### config.mk
export PLATFORM = sky130hd
export DESIGN_NAME = dmem_arbiter_flat
export DESIGN_NICKNAME = d
export VERILOG_FILES = /design/src/rtl/dmem_arb_pkg.sv /design/src/rtl/dmem_arbiter_if.sv /design/src/rtl/dmem_arb_starve_ctr.sv /design/src/rtl/dmem_arbiter.sv /design/src/flat_wrapper.sv
export SDC_FILE = /design/constraint.sdc
export NUM_CORES = 1
export LEC_CHECK = 0
export ABC_AREA = 1
export BUFFER_PORTS_ARGS = -buffer_cell sky130_fd_sc_hd__buf_4
export CAP_MARGIN = 20
export CORE_AREA = 5 5 114 116
export CTS_CLUSTER_DIAMETER = 50
export CTS_CLUSTER_SIZE = 25
export DETAILED_ROUTE_END_ITERATION = 10
export DIE_AREA = 0 0 119 121
export PLACE_DENSITY = 0.7
export SLEW_MARGIN = 20
export SYNTH_ARGS = -nofsm -noshare
export SYNTH_HDL_FRONTEND = slang
export SYNTH_SLANG_ARGS = --single-unit
### constraint.sdc
create_clock -name clock -period 3.5 [get_ports clock]
set_input_delay 0.875 -clock clock [delete_from_list [all_inputs] [get_ports clock]]
set_output_delay 0.875 -clock clock [all_outputs]
set_load 0.005 [all_outputs]
### src/rtl/dmem_arb_pkg.sv
// Shared types and constants for the data-memory arbiter.
package dmem_arb_pkg;

    typedef enum logic {
        ARB_IDLE,
        ARB_RD_WAIT
    } arb_state_e;

    typedef enum logic {
        OWN_CPU,
        OWN_IO
    } arb_owner_e;

    localparam int ARB_CNT_W = 4;

endpackage

### src/rtl/dmem_arbiter_if.sv
// Bus bundle between pipeline memory stage, IO/DMA master, arbiter and dmem.
// The arbiter takes the slave view; the surrounding wrapper takes the master view.
interface dmem_arbiter_if;

    logic        cpu_req;
    logic        cpu_wren;
    logic [31:0] cpu_addr;
    logic [31:0] cpu_data;
    logic        cpu_stall;
    logic [31:0] cpu_q;

    logic        io_req;
    logic        io_wren;
    logic [31:0] io_addr;
    logic [31:0] io_data;
    logic        io_gnt;
    logic        io_rvalid;
    logic [31:0] io_q;

    logic [31:0] mem_addr;
    logic [31:0] mem_data;
    logic        mem_wren;
    logic [31:0] mem_q;

    modport slave (
        input  cpu_req, cpu_wren, cpu_addr, cpu_data,
        output cpu_stall, cpu_q,
        input  io_req, io_wren, io_addr, io_data,
        output io_gnt, io_rvalid, io_q,
        output mem_addr, mem_data, mem_wren,
        input  mem_q
    );

    modport master (
        output cpu_req, cpu_wren, cpu_addr, cpu_data,
        input  cpu_stall, cpu_q,
        output io_req, io_wren, io_addr, io_data,
        input  io_gnt, io_rvalid, io_q,
        input  mem_addr, mem_data, mem_wren,
        output mem_q
    );

endinterface

### src/rtl/dmem_arb_starve_ctr.sv
// Saturating count of contested IDLE cycles the IO master has lost;
// force_io tells the arbiter to hand the next contested grant to IO.
module dmem_arb_starve_ctr
    import dmem_arb_pkg::*;
#(
    parameter int MAX_WAIT = 4
) (
    input  logic clock,
    input  logic reset,
    input  logic inc,
    input  logic clr,
    output logic force_io
);

    localparam logic [ARB_CNT_W-1:0] WAIT_LIMIT = ARB_CNT_W'(MAX_WAIT);

    logic [ARB_CNT_W-1:0] wait_cnt;

    always_ff @(posedge clock or posedge reset) begin
        if (reset) begin
            wait_cnt <= '0;
        end else if (clr) begin
            wait_cnt <= '0;
        end else if (inc && (wait_cnt != WAIT_LIMIT)) begin
            wait_cnt <= wait_cnt + 1'b1;
        end
    end

    assign force_io = (wait_cnt == WAIT_LIMIT);

endmodule

### src/rtl/dmem_arbiter.sv
// Single-port dmem arbiter: CPU memory stage has priority over one IO master.
// Optional IO starvation guard is compiled in with DMEM_ARB_STARVE_GUARD_EN.
module dmem_arbiter
    import dmem_arb_pkg::*;
#(
    parameter int RD_LAT   = 1,
    parameter int MAX_WAIT = 4
) (
    input  logic           clock,
    input  logic           reset,
    dmem_arbiter_if.slave  bus
);

    localparam int LAT_W = $clog2(RD_LAT + 1);

    if (RD_LAT < 1 || RD_LAT > 4) begin : g_bad_rd_lat
        $error("dmem_arbiter: RD_LAT must be within 1..4");
    end
    if (MAX_WAIT < 1 || MAX_WAIT > 15) begin : g_bad_max_wait
        $error("dmem_arbiter: MAX_WAIT must be within 1..15");
    end

    arb_state_e       state_q, state_d;
    arb_owner_e       owner_q, owner_d;
    logic [31:0]      addr_q, addr_d;
    logic [LAT_W-1:0] lat_q, lat_d;
    logic             io_rvalid_q;
    logic [31:0]      io_q_q;

    logic             grant_cpu, grant_io, rd_done;
    logic             cpu_done, io_done;
    logic             force_io;
    logic [31:0]      mem_addr_c, mem_data_c;
    logic             mem_wren_c;

    // Grant selection, dmem steering and read sequencing
    always_comb begin
        state_d    = state_q;
        owner_d    = owner_q;
        addr_d     = addr_q;
        lat_d      = lat_q;
        grant_cpu  = 1'b0;
        grant_io   = 1'b0;
        rd_done    = 1'b0;
        mem_addr_c = bus.cpu_addr;
        mem_data_c = bus.cpu_data;
        mem_wren_c = 1'b0;

        unique case (state_q)
            ARB_IDLE: begin
                if (!reset) begin
                    if (bus.cpu_req && !(bus.io_req && force_io)) begin
                        grant_cpu = 1'b1;
                    end else if (bus.io_req) begin
                        grant_io = 1'b1;
                    end
                end

                if (grant_io) begin
                    mem_addr_c = bus.io_addr;
                    mem_data_c = bus.io_data;
                    mem_wren_c = bus.io_wren;
                end else if (grant_cpu) begin
                    mem_wren_c = bus.cpu_wren;
                end

                if ((grant_cpu && !bus.cpu_wren) || (grant_io && !bus.io_wren)) begin
                    state_d = ARB_RD_WAIT;
                    owner_d = grant_io ? OWN_IO : OWN_CPU;
                    addr_d  = grant_io ? bus.io_addr : bus.cpu_addr;
                    lat_d   = LAT_W'(1);
                end
            end

            ARB_RD_WAIT: begin
                // Address stays pinned to the latched value for the whole read
                mem_addr_c = addr_q;
                if (lat_q == LAT_W'(RD_LAT)) begin
                    rd_done = 1'b1;
                    state_d = ARB_IDLE;
                    lat_d   = '0;
                end else begin
                    lat_d = lat_q + 1'b1;
                end
            end

            default: state_d = ARB_IDLE;
        endcase
    end

    assign cpu_done = rd_done && (owner_q == OWN_CPU);
    assign io_done  = rd_done && (owner_q == OWN_IO);

`ifdef DMEM_ARB_STARVE_GUARD_EN
    logic wait_inc, wait_clr;

    // Only contested IDLE cycles lost by IO count toward the bound
    assign wait_inc = (state_q == ARB_IDLE) && bus.cpu_req && bus.io_req && grant_cpu;
    assign wait_clr = grant_io || !bus.io_req;

    dmem_arb_starve_ctr #(
        .MAX_WAIT (MAX_WAIT)
    ) u_starve_ctr (
        .clock    (clock),
        .reset    (reset),
        .inc      (wait_inc),
        .clr      (wait_clr),
        .force_io (force_io)
    );
`else
    assign force_io = 1'b0;
`endif

    always_ff @(posedge clock or posedge reset) begin
        if (reset) begin
            state_q     <= ARB_IDLE;
            owner_q     <= OWN_CPU;
            addr_q      <= '0;
            lat_q       <= '0;
            io_rvalid_q <= 1'b0;
            io_q_q      <= '0;
        end else begin
            state_q     <= state_d;
            owner_q     <= owner_d;
            addr_q      <= addr_d;
            lat_q       <= lat_d;
            io_rvalid_q <= io_done;
            if (io_done) begin
                io_q_q <= bus.mem_q;
            end
        end
    end

    assign bus.mem_addr  = mem_addr_c;
    assign bus.mem_data  = mem_data_c;
    assign bus.mem_wren  = mem_wren_c;

    // A CPU request is released only by its own store grant or read completion
    assign bus.cpu_stall = bus.cpu_req && !reset &&
                           !((grant_cpu && bus.cpu_wren) || cpu_done);
    assign bus.cpu_q     = cpu_done ? bus.mem_q : 32'h0;

    assign bus.io_gnt    = grant_io;
    assign bus.io_rvalid = io_rvalid_q;
    assign bus.io_q      = io_q_q;

endmodule

### src/flat_wrapper.sv
// flat-port wrapper written by rule: the top's interface ports become plain ports
module dmem_arbiter_flat import dmem_arb_pkg::*;
#(
    parameter int RD_LAT   = 1,
    parameter int MAX_WAIT = 4
)
  (clock, reset, bus_cpu_req, bus_cpu_wren, bus_cpu_addr, bus_cpu_data, bus_cpu_stall, bus_cpu_q, bus_io_req, bus_io_wren, bus_io_addr, bus_io_data, bus_io_gnt, bus_io_rvalid, bus_io_q, bus_mem_addr, bus_mem_data, bus_mem_wren, bus_mem_q);
  dmem_arbiter_if bus_i ();
  input  logic clock;
  input  logic reset;
  input wire logic [$bits(bus_i.cpu_req)-1:0] bus_cpu_req;
  input wire logic [$bits(bus_i.cpu_wren)-1:0] bus_cpu_wren;
  input wire logic [$bits(bus_i.cpu_addr)-1:0] bus_cpu_addr;
  input wire logic [$bits(bus_i.cpu_data)-1:0] bus_cpu_data;
  output wire logic [$bits(bus_i.cpu_stall)-1:0] bus_cpu_stall;
  output wire logic [$bits(bus_i.cpu_q)-1:0] bus_cpu_q;
  input wire logic [$bits(bus_i.io_req)-1:0] bus_io_req;
  input wire logic [$bits(bus_i.io_wren)-1:0] bus_io_wren;
  input wire logic [$bits(bus_i.io_addr)-1:0] bus_io_addr;
  input wire logic [$bits(bus_i.io_data)-1:0] bus_io_data;
  output wire logic [$bits(bus_i.io_gnt)-1:0] bus_io_gnt;
  output wire logic [$bits(bus_i.io_rvalid)-1:0] bus_io_rvalid;
  output wire logic [$bits(bus_i.io_q)-1:0] bus_io_q;
  output wire logic [$bits(bus_i.mem_addr)-1:0] bus_mem_addr;
  output wire logic [$bits(bus_i.mem_data)-1:0] bus_mem_data;
  output wire logic [$bits(bus_i.mem_wren)-1:0] bus_mem_wren;
  input wire logic [$bits(bus_i.mem_q)-1:0] bus_mem_q;
  assign bus_i.cpu_req = bus_cpu_req;
  assign bus_i.cpu_wren = bus_cpu_wren;
  assign bus_i.cpu_addr = bus_cpu_addr;
  assign bus_i.cpu_data = bus_cpu_data;
  assign bus_cpu_stall = bus_i.cpu_stall;
  assign bus_cpu_q = bus_i.cpu_q;
  assign bus_i.io_req = bus_io_req;
  assign bus_i.io_wren = bus_io_wren;
  assign bus_i.io_addr = bus_io_addr;
  assign bus_i.io_data = bus_io_data;
  assign bus_io_gnt = bus_i.io_gnt;
  assign bus_io_rvalid = bus_i.io_rvalid;
  assign bus_io_q = bus_i.io_q;
  assign bus_mem_addr = bus_i.mem_addr;
  assign bus_mem_data = bus_i.mem_data;
  assign bus_mem_wren = bus_i.mem_wren;
  assign bus_i.mem_q = bus_mem_q;
  dmem_arbiter #(.RD_LAT(RD_LAT), .MAX_WAIT(MAX_WAIT)) u_core (.clock(clock), .reset(reset), .bus(bus_i));
endmodule
# After elaboration in Yosys (flattened, before gate mapping)
# Cells that the tools add are included.
[totals] reg_bits=68 latch_bits=0 mem_bits_rw=0 romBits=0 output_inout_bits=132 n_memories=0
[op_classes] add_sub_neg=1 multipliers=0 div_mod_pow=0 order_cmp=0 eq_ne=1 n_shift=0 n_mux=26 bitwise_logic=2 n_reduce_logical=14
[op_table] operator="$mux W32" n=4
[op_table] operator="$pmux W32 S2" n=1
[op_table] operator="$mux W1" n=19
[op_table] operator="$logic_and A1 B1 Y1" n=7
[op_table] operator="$logic_not A1 Y1" n=4
[op_table] operator="$pmux W1 S2" n=2
[op_table] operator="$logic_or A1 B1 Y1" n=2
[op_table] operator="$ne A2 B1 Y1 const B" n=1
[op_table] operator="$not A1 Y1" n=2
[op_table] operator="$reduce_and A2 Y1" n=1
[op_table] operator="$add A1 B1 Y1 const B" n=1

# Depth between registers and ports, before layout
# Gate-level depths: netlist of run 1.
[logic_depth] word_depth=8 ltp_mapped=8

# Least setup slack after synthesis of run 1
# No wires, ideal clock.
[synth_path] path_type="input port to output port" from="input reset" to="output bus_mem_data[22]" arrival_time_ns=1.599 slack_ns=1.026 cell_stages=8 n_path_buf=1 path_cell_list="nor2_4 nand2_2 inv_2 nand2_2 inv_2 buf_4 nand2_1 nand2_1"
[synth_between] elab_chain_len=4
[synth_lines] element="start, declared" line_no="flat_wrapper.sv:10" source="input logic reset;"
[synth_lines] element="$mux W1" line_no="dmem_arbiter.sv:51" source="if (!reset) begin"
[synth_lines] element="$mux W1" line_no="dmem_arbiter.sv:49" source="unique case (state_q)"
[synth_lines] element="$mux W32" line_no="dmem_arbiter.sv:59" source="if (grant_io) begin"
[synth_lines] element="$mux W32" line_no="dmem_arbiter.sv:49"
[synth_lines] element="end, declared" line_no="flat_wrapper.sv:25" source="output wire logic [$bits(bus_i.mem_data)-1:0] bus_mem_data;"
# Every way passes these cells. The select of a mux whose other input is x is not followed.

# Worst setup path after layout of run 1
[layout_path] from="input reset" to="output bus_mem_addr[0]"
[layout_between] elab_chain_len=4
[layout_lines] element="$mux W1" line_no="dmem_arbiter.sv:51"
[layout_lines] element="$mux W1" line_no="dmem_arbiter.sv:49"
[layout_lines] element="$mux W32" line_no="dmem_arbiter.sv:59"
[layout_lines] element="$pmux W32 S2" line_no="dmem_arbiter.sv:49"
[layout_lines] element="end, declared" line_no="flat_wrapper.sv:24" source="output wire logic [$bits(bus_i.mem_addr)-1:0] bus_mem_addr;"
# Every way passes these cells. The select of a mux whose other input is x is not followed.

==> results of run 1 <==
## cell type report
class	count	area, um^2	share of cell area
clock buffers	9	225	0.0336
flip-flops and latches	68	1700	0.254
multi-input cells	502	2040	0.304
well taps	147	184	0.0275
repair buffers	305	2300	0.344
clock inverters	7	91.3	0.0136
inverters	42	158	0.0235
## Yosys cell counts (3+ instances only)
| cell | count | area, um^2 |
|---|---|---|
| nand3_1 | 67 | 335 |
| buf_4 | 4 | 30.0 |
| buf_2 | 24 | 120 |
| inv_2 | 3 | 11.3 |
| nand2_1 | 360 | 1350 |
| nor2_1 | 35 | 131 |
| clkbuf_1 | 15 | 56.3 |
| inv_1 | 39 | 146 |
| o21ai_0 | 32 | 160 |
| nand2_2 | 4 | 25.0 |
| dfrtp_1 | 68 | 1700 |
## cell families (layout without fill, tap and decap cells)
family,Yosys count,after routing,share of synthesized area
DFF,68,68,0.415
and+or+nand+nor,469,469,0.455
AOI/OAI and AO/OA,33,33,0.0409
buffers and inverters,85,363,0.0888
## final timing paths
check	slack [ps]	depth (start not counted)	end	startpoint
worst max register to register	1370	5	u_core.addr_q[1]	u_core.state_q
max in group asynchronous	2110	3	u_core.bus.io_q[18]	reset
worst max-delay path	580	8	bus_mem_addr[0]	reset
worst min-delay path	470	2	u_core.addr_q[6]	u_core.addr_q[6]
worst min register to register	470	2	u_core.addr_q[6]	u_core.addr_q[6]
min in group asynchronous	720	2	u_core.state_q	reset
## power groups by stage
stage	clock network, mW	logic [mW]	registers (mW)
floorplan	0	0.667	1.28
global placement	0	1.57	1.28
detailed placement	0	1.59	1.29
CTS	0.985	1.59	1.29
global route	1.02	1.76	1.33
finish	0.962	1.56	1.29
## per-stage QoR
| step | power, mW | instances | cell area [um^2] | setup slack [ps] |
|---|---|---|---|---|
| floorplan | 1.95 | 655 | 4100 | 913 |
| global placement | 2.85 | 1064 | 6380 | 585 |
| detailed placement | 2.89 | 1064 | 6380 | 589 |
| CTS | 3.87 | 1080 | 6700 | 583 |
| global route | 4.11 | 1080 | 6700 | 446 |
| finish | 3.81 | 1080 | 6700 | 584 |
## routing by layer
metal / part of all wire / track usage / wire, um
met2: 0.51 / 0.409 / 8510
met5: 0 / 0 / 0
met1: 0.37 / 0.247 / 6170
met4: 0.015 / 0.0630 / 244
met3: 0.11 / 0.0900 / 1790
## registers in the layout (all words and copies together) (netlist names)
name / cells
u_core.bus.io_q: 32
u_core.state_q: 1
u_core.lat_q: 1
u_core.owner_q: 1
u_core.bus.io_rvalid: 1
u_core.addr_q: 32
## tightest hold or removal path, stage by stage, from the launching register on
cell     delay (ps)
dfrtp_1         340
nand2_1          60
nand2_1          50
==> flow_summary.toml, run 1 <==
[synth]
synth_nets = 821
postSynthAreaPerCell_um2 = 6.26
synth-seq-cells = 68
netlist_area_um2 = 4100
synthArstFlopShare = 1.00
netlist_instances = 655
synth-main-ff-cell = "dfrtp_1"
yosys_warnings = 0
ys_seq_area_frac = 0.415
ys_types = 15
synth_edf_count = 0

[global_route]
grt_pass1_wl_um = 26000
grt_overflow = 0
grt_max_degree = 66
groute.usage.overall = 0.227
grt_antenna_before_repair = 0
grt_pass1_vias = 5032

[sta]
slew_viol_final = 0
maxSlewHeadroom = 0.361
worst_pin_slew_ps = 955
timing.final.crit_period_ps = 2920
rsz0062_at_grt = "false"
finClkSkew_ps = 4.56
hold_ws_ps = 472
hold_viol_final = 0
setup_viol = 0
finalCritPeriodShare = 0.833
fmax_mhz = 343
setup-tns-final_ps = 0

[cts]
cts_made_buffers = 9
clkTransAtPathRegs_ps = 60
cts_buffer_depth = 2
cts_tree = "yes"
cts_hold_buf = 0
clock-sinks = 68
insertion_delay_ps = 320
postCtsSetupBuffers = 0
ctsResizeCount = 0
htree_levels = 3
cts_root_buf = "clkbuf_16"

[power_and_ir_drop]
p_sw_mw = 1.28
p_int_mw = 2.53
p_leak_nw = 4.08
ir_worst_vdd_uv = 332
p_comb_frac = 0.409
p_per_area_nw_per_um2 = 569
p_clk_frac = 0.252
p_seq_frac = 0.338
netSwitchingFraction = 0.337

[place]
port_buffers = 297
dpl.hpwl_um = 12700
routabilityCongestion = 0.832

[die]
dieWidth_um = 119
core-area_um2 = 11800
initial_utilization = 0.347
fp-row-count = 40
chipHeight_um = 121
die-area_um2 = 14400
ios = 298

[finish]
n_antenna_cell = 0
nNetsFinal = 1094
final_common_cell = "nand2_1"
syn2layout_area_growth_pct = 63.4
drive_gt1_frac = 0.356
fillers = 1204
layout_common_cells = "nand2_1 (359), buf_4 (304), dfrtp_1 (68)"
final_core_util = 0.567

[worst_setup_path]
critPathSlowestCell = "buf_4"
critPathMaxFanout = 33
path_class = "input pin to output port"
crit_family = "buffers and inverters"
cpPeakStageDelay_ps = 370
startpoint_type = "input pin"
required_ps = 2620
path_buf_inv = 3
cp-end-kind = "output port"
path_cells = "buf_4, nor2_4, buf_4, nand3_1, nand2_1, nand2_1, nand2_1, buf_4"
critical_path_arrival_ps = 2040

[route]
drc = 0
final_antenna_net_count = 0
via_per_inst = 4.68
drt_iter0_markers = 244
first_pass_iters = 5
dr_total_vias = 5052
wire_per_inst_um = 15.5
routed_wirelength_um = 16700

[worst_hold_path]
hp-class = "flip-flop to flip-flop"

[status]
status = "finished, final reports clean"

[run]
cap_violations = 0
Note: power is estimated with default switching activity, not from simulation.
==> inputs of run 2 (changes only) <==
--- a/config.mk
+++ b/config.mk
@@ -8,12 +8,12 @@
 export ABC_AREA = 1
 export BUFFER_PORTS_ARGS = -buffer_cell sky130_fd_sc_hd__buf_4
 export CAP_MARGIN = 20
-export CORE_AREA = 5 5 114 116
+export CORE_AREA = 5 5 113 115
 export CTS_CLUSTER_DIAMETER = 50
 export CTS_CLUSTER_SIZE = 25
 export DETAILED_ROUTE_END_ITERATION = 10
-export DIE_AREA = 0 0 119 121
-export PLACE_DENSITY = 0.7
+export DIE_AREA = 0 0 118 120
+export PLACE_DENSITY = 0.72
 export SLEW_MARGIN = 20
 export SYNTH_ARGS = -nofsm -noshare
 export SYNTH_HDL_FRONTEND = slang
==> constraint.sdc (replaced) <==
create_clock -name clock -period 2.8 [get_ports clock]
set_input_delay 0.7 -clock clock [delete_from_list [all_inputs] [get_ports clock]]
set_output_delay 0.7 -clock clock [all_outputs]
set_load 0.005 [all_outputs]
==> flow_summary.toml, run 2 (synthesized netlist as in run 1, its figures left out) <==
[power_and_ir_drop]
p_comb_frac = 0.422
netSwitchingFraction = 0.343
p_int_mw = 3.06
power_mw = 4.66
p_sw_mw = 1.60
p_leak_nw = 4.10
ir_worst_vdd_uv = 420
p_seq_frac = 0.347
p_per_area_nw_per_um2 = 689
p_clk_frac = 0.231

[worst_setup_path]
cp-end-kind = "output port"
path_class = "flip-flop to output port"
path_cells = "inv_2, nand2_2, buf_4, nand2_1, nand2_1, buf_4"
path_buf_inv = 3
required_ps = 2100
startpoint_type = "flip-flop"
critPathMaxFanout = 33
critPathSlowestCell = "dfrtp_1"
critical_path_arrival_ps = 1920
r2r_start = "u_core.state_q"
cpPeakStageDelay_ps = 550
crit_family = "buffers and inverters"
crit_start = "u_core.state_q"

[global_route]
grt_pass1_wl_um = 24700
grt_max_degree = 55
grt_overflow = 0
groute.usage.overall = 0.216
grt_antenna_before_repair = 1
grt_pass1_vias = 4921

[cts]
cts_tree = "yes"
postCtsSetupBuffers = 0
htree_levels = 3
cts_buffer_depth = 2
cts_made_buffers = 9
ctsResizeCount = 0
cts_hold_buf = 0
clock-sinks = 68
insertion_delay_ps = 330
clkTransAtPathRegs_ps = 60
cts_root_buf = "clkbuf_16"

[sta]
setup-tns-final_ps = 0
layout_setup_ws_ps = 183
maxSlewHeadroom = 0.527
timing.final.crit_period_ps = 2620
rsz0062_at_grt = "false"
worst_pin_slew_ps = 709
fmax_mhz = 382
finClkSkew_ps = 6.31
slew_viol_final = 0
hold_viol_final = 0
setup_viol = 0
finalCritPeriodShare = 0.935

[route]
dr_total_vias = 5093
final_antenna_net_count = 0
via_per_inst = 4.68
routed_wirelength_um = 16000
drc = 0
drt_iter0_markers = 213
first_pass_iters = 5
wire_per_inst_um = 14.7

[die]
initial_utilization = 0.350
die-area_um2 = 14200
ios = 298
fp-row-count = 40
dieWidth_um = 118
core-area_um2 = 11700
chipHeight_um = 120

[place]
routabilityCongestion = 0.863
dpl.hpwl_um = 12400
port_buffers = 297
dp_slack_ps = 326
dp.cells = 1072

[finish]
layout_common_cells = "nand2_1 (359), buf_4 (310), dfrtp_1 (68)"
final_common_cell = "nand2_1"
syn2layout_area_growth_pct = 64.8
nNetsFinal = 1102
final_cells = 1089
drive_gt1_frac = 0.361
final_core_util = 0.577

[run]
cap_violations = 0

[worst_hold_path]
hp-start = "u_core.addr_q[4]"
hp-class = "flip-flop to flip-flop"

[status]
status = "finished, final reports clean"
## run 2: tightest hold or removal path, delay by kind of cell, from the launching register on
kind | cells | cell delay (ps)
flops | 1 | 340
simple gates | 2 | 100
## run 2: final timing paths
check                                 endpoint  slack (ps)  cells after the start
max                            bus_mem_data[9]         180                      6
min in group asynchronous       u_core.state_q         520                      2
min                           u_core.addr_q[4]         470                      2
min reg2reg                   u_core.addr_q[4]         470                      2
max reg2reg                  u_core.addr_q[11]        1120                      4
max in group asynchronous  u_core.bus.io_q[16]        1650                      3
## run 2: final cells by class
type                    instances  area (um^2)
repair buffers                313         2390
clock buffers                  11          253
flip-flops and latches         68         1700
fillers                      1130         4950
well taps                     147          184
clock inverters                 5         36.3
multi-input cells             502         2040
diodes                          1         2.50
inverters                      42          158
## run 2: layer usage
| metal | vias up | part of all wire | GRT usage |
|---|---|---|---|
| li1 | 2553 | - | - |
| met3 | 20 | 0.11 | 0.0778 |
| met2 | 225 | 0.50 | 0.382 |
| met4 | 0 | 0.020 | 0.0789 |
| met1 | 2295 | 0.38 | 0.239 |
| met5 | - | 0 | 0 |
## run 2: power groups by stage
| stage | registers (mW) | logic (mW) | clock network, mW |
|---|---|---|---|
| 3_5_place_dp | 1.62 | 2.01 | 0 |
| 4_1_cts | 1.62 | 2.01 | 1.10 |
| 6_report | 1.62 | 1.96 | 1.08 |
| 3_3_place_gp | 1.62 | 1.97 | 0 |
| 2_1_floorplan | 1.60 | 0.834 | 0 |
| 5_1_grt | 1.67 | 2.20 | 1.14 |
## run 2: through the flow
stage | hold WS [ps] | cell area (um^2)
global placement | 454 | 6470
finish | 470 | 6760
floorplan | 442 | 4100
global route | 481 | 6760
CTS | 472 | 6760
detailed placement | 458 | 6470
==> inputs of run 3 (changes only) <==
--- a/config.mk
+++ b/config.mk
@@ -8,13 +8,17 @@
 export ABC_AREA = 1
 export BUFFER_PORTS_ARGS = -buffer_cell sky130_fd_sc_hd__buf_4
 export CAP_MARGIN = 20
-export CORE_AREA = 5 5 113 115
+export CELL_PAD_IN_SITES_DETAIL_PLACEMENT = 1
+export CELL_PAD_IN_SITES_GLOBAL_PLACEMENT = 2
+export CORE_ASPECT_RATIO = 2
+export CORE_MARGIN = 5
+export CORE_UTILIZATION = 19
 export CTS_CLUSTER_DIAMETER = 50
 export CTS_CLUSTER_SIZE = 25
 export DETAILED_ROUTE_END_ITERATION = 10
-export DIE_AREA = 0 0 118 120
-export PLACE_DENSITY = 0.72
+export PLACE_DENSITY_LB_ADDON = 0.1
 export SLEW_MARGIN = 20
 export SYNTH_ARGS = -nofsm -noshare
 export SYNTH_HDL_FRONTEND = slang
+export SYNTH_HIERARCHICAL = 1
 export SYNTH_SLANG_ARGS = --single-unit
==> flow_summary.toml, run 3 <==
[status]
status = "finished, final reports clean"

[worst_setup_path]
cp-end-kind = "output port"
critical_path_arrival_ps = 1890
startpoint_type = "flip-flop"
critPathMaxFanout = 32
path_class = "flip-flop to output port"
required_ps = 2100

[cts]
cts_made_buffers = 9
cts_buffer_depth = 2
htree_levels = 3
postCtsSetupBuffers = 0
cts_hold_buf = 0
ctsResizeCount = 0
insertion_delay_ps = 330
cts_tree = "yes"
clock-sinks = 68
cts_root_buf = "clkbuf_16"
clkTransAtPathRegs_ps = 60

[global_route]
grt_pass1_vias = 5490
grt_max_degree = 51
grt_antenna_before_repair = 0
grt_pass1_wl_um = 29500
groute.usage.overall = 0.151
grt_overflow = 0

[synth]
yosysMostFrequentCell = "nand2_1"
synth-seq-cells = 68
yosysTopAreaCell = "dfrtp_1"
synth-compound-area-share = 0.0408
synthSimpleGateAreaFrac = 0.456
ys_seq_area_frac = 0.414
synth.area.top_cells = "dfrtp_1 (41%), nand2_1 (33%), nand3_1 (8.2%)"
synth_nets = 821
synth_mux_area_frac = 0
yosys-top-cells-count = "nand2_1 (359), dfrtp_1 (68), nand3_1 (67)"
yosys_warnings = 6
synthArstFlopShare = 1.00
synth_edf_count = 0
synth_top_area_frac = 0.414
netlist_area_um2 = 4110
synth-main-ff-cell = "dfrtp_1"
synthAdderAreaFrac = 0
netlist_instances = 655
postSynthAreaPerCell_um2 = 6.27
synthXorXnorAreaFrac = 0
ys_types = 17
synth_top_family_by_area = "simple AND/OR/NAND/NOR gates"

[finish]
n_antenna_cell = 0
final_cells = 1211
multiInputGateArea_um2 = 2050
nNetsFinal = 1099
drive_gt1_frac = 0.359
layout_common_cells = "nand2_1 (359), buf_4 (303), dfrtp_1 (68)"
final_common_cell = "nand2_1"
fillers = 2756
post-route-cell-area_um2 = 6970
syn2layout_area_growth_pct = 69.8
seq_area_um2 = 1700

[die]
core-area_um2 = 21400
initial_utilization = 0.192
chipHeight_um = 218
dieWidth_um = 114
fp-row-count = 76
die-area_um2 = 24800
ios = 298

[place]
routabilityCongestion = 0.825
placed_cell_area_um2 = 6670
port_buffers = 297
dp.cells = 1195
dpl.hpwl_um = 15500

[route]
drt_iter0_markers = 138
dr_total_vias = 5136
via_per_inst = 4.24
routed_wirelength_um = 19300
final_antenna_net_count = 0
wire_per_inst_um = 15.9
drc = 0
first_pass_iters = 4

[sta]
finClkSkew_ps = 4.57
worst_pin_slew_ps = 968
rsz0062_at_grt = "true"
slew_viol_final = 0
fmax_mhz = 386
maxSlewHeadroom = 0.354
timing.final.crit_period_ps = 2590
finalCritPeriodShare = 0.926
setup_viol = 0
hold_viol_final = 0

[power_and_ir_drop]
p_leak_nw = 4.13
p_per_area_nw_per_um2 = 808
ir_worst_vdd_uv = 369

[worst_hold_path]
hp-class = "input pin to asynchronous set/reset pin"

[run]
cap_violations = 0
## run 3: report_power, final
part / total (mW) / switching [mW] / internal (mW)
Combinational: 2.74 / 1.40 / 1.34
Sequential: 1.75 / 0.274 / 1.47
Clock: 1.16 / 0.425 / 0.731
## run 3: cell type report
| cell class | instances | area share |
|---|---|---|
| clock buffers | 11 | 0.0362 |
| clock inverters | 5 | 0.00718 |
| inverters | 42 | 0.0230 |
| multi-input cells | 502 | 0.293 |
| flip-flops and latches | 68 | 0.244 |
| well taps | 273 | 0.0490 |
| repair buffers | 310 | 0.347 |
## run 3: metrics by stage
| step | hold WS (ps) | TNS [ps] | utilization | setup WS [ps] | power, mW |
|---|---|---|---|---|---|
| 2_1_floorplan | 442 | 0 | - | 388 | 2.88 |
| 3_3_place_gp | 453 | 0 | 0.310 | 309 | 4.52 |
| 5_1_grt | 498 | -32.5 | 0.326 | -11.1 | 6.14 |
| 3_5_place_dp | 460 | 0 | 0.312 | 288 | 4.60 |
| 4_1_cts | 467 | 0 | 0.326 | 22.0 | 5.80 |
| 6_report | 461 | 0 | 0.326 | 206 | 5.64 |
## run 3: final timing paths
check	startpoint	end	slack, ps	depth (start not counted)
setup / recovery	u_core/lat_q	bus_cpu_q[14]	210	5
hold / removal	reset	u_core/bus.io_q[5]	460	2
setup reg to reg	u_core/state_q	u_core/bus.io_q[26]	930	5
hold reg to reg	u_core/addr_q[21]	u_core/addr_q[21]	470	2
max in group asynchronous	reset	u_core/owner_q	1680	3
min in group clock	u_core/addr_q[21]	u_core/addr_q[21]	470	2
## run 3: per-layer routing
metal / GRT usage / vias up / part of all wire
li1: - / 2549 / -
met1: 0.150 / 2378 / 0.35
met2: 0.291 / 190 / 0.55
met3: 0.0408 / 19 / 0.078
met4: 0.0515 / 0 / 0.020
met5: 0 / - / 0
## run 3: critical path, cell delays in order, from the launching register on
cell	delay, ps
dfrtp_1	400
nand2_1	100
nor2_1	60
inv_1	700
nor2_1	100
buf_4	180
## run 3: logic make-up after synthesis
group | count (synthesis)
AOI/OAI and AO/OA | 33
buffers and inverters | 85
and+or+nand+nor | 469
DFF | 68
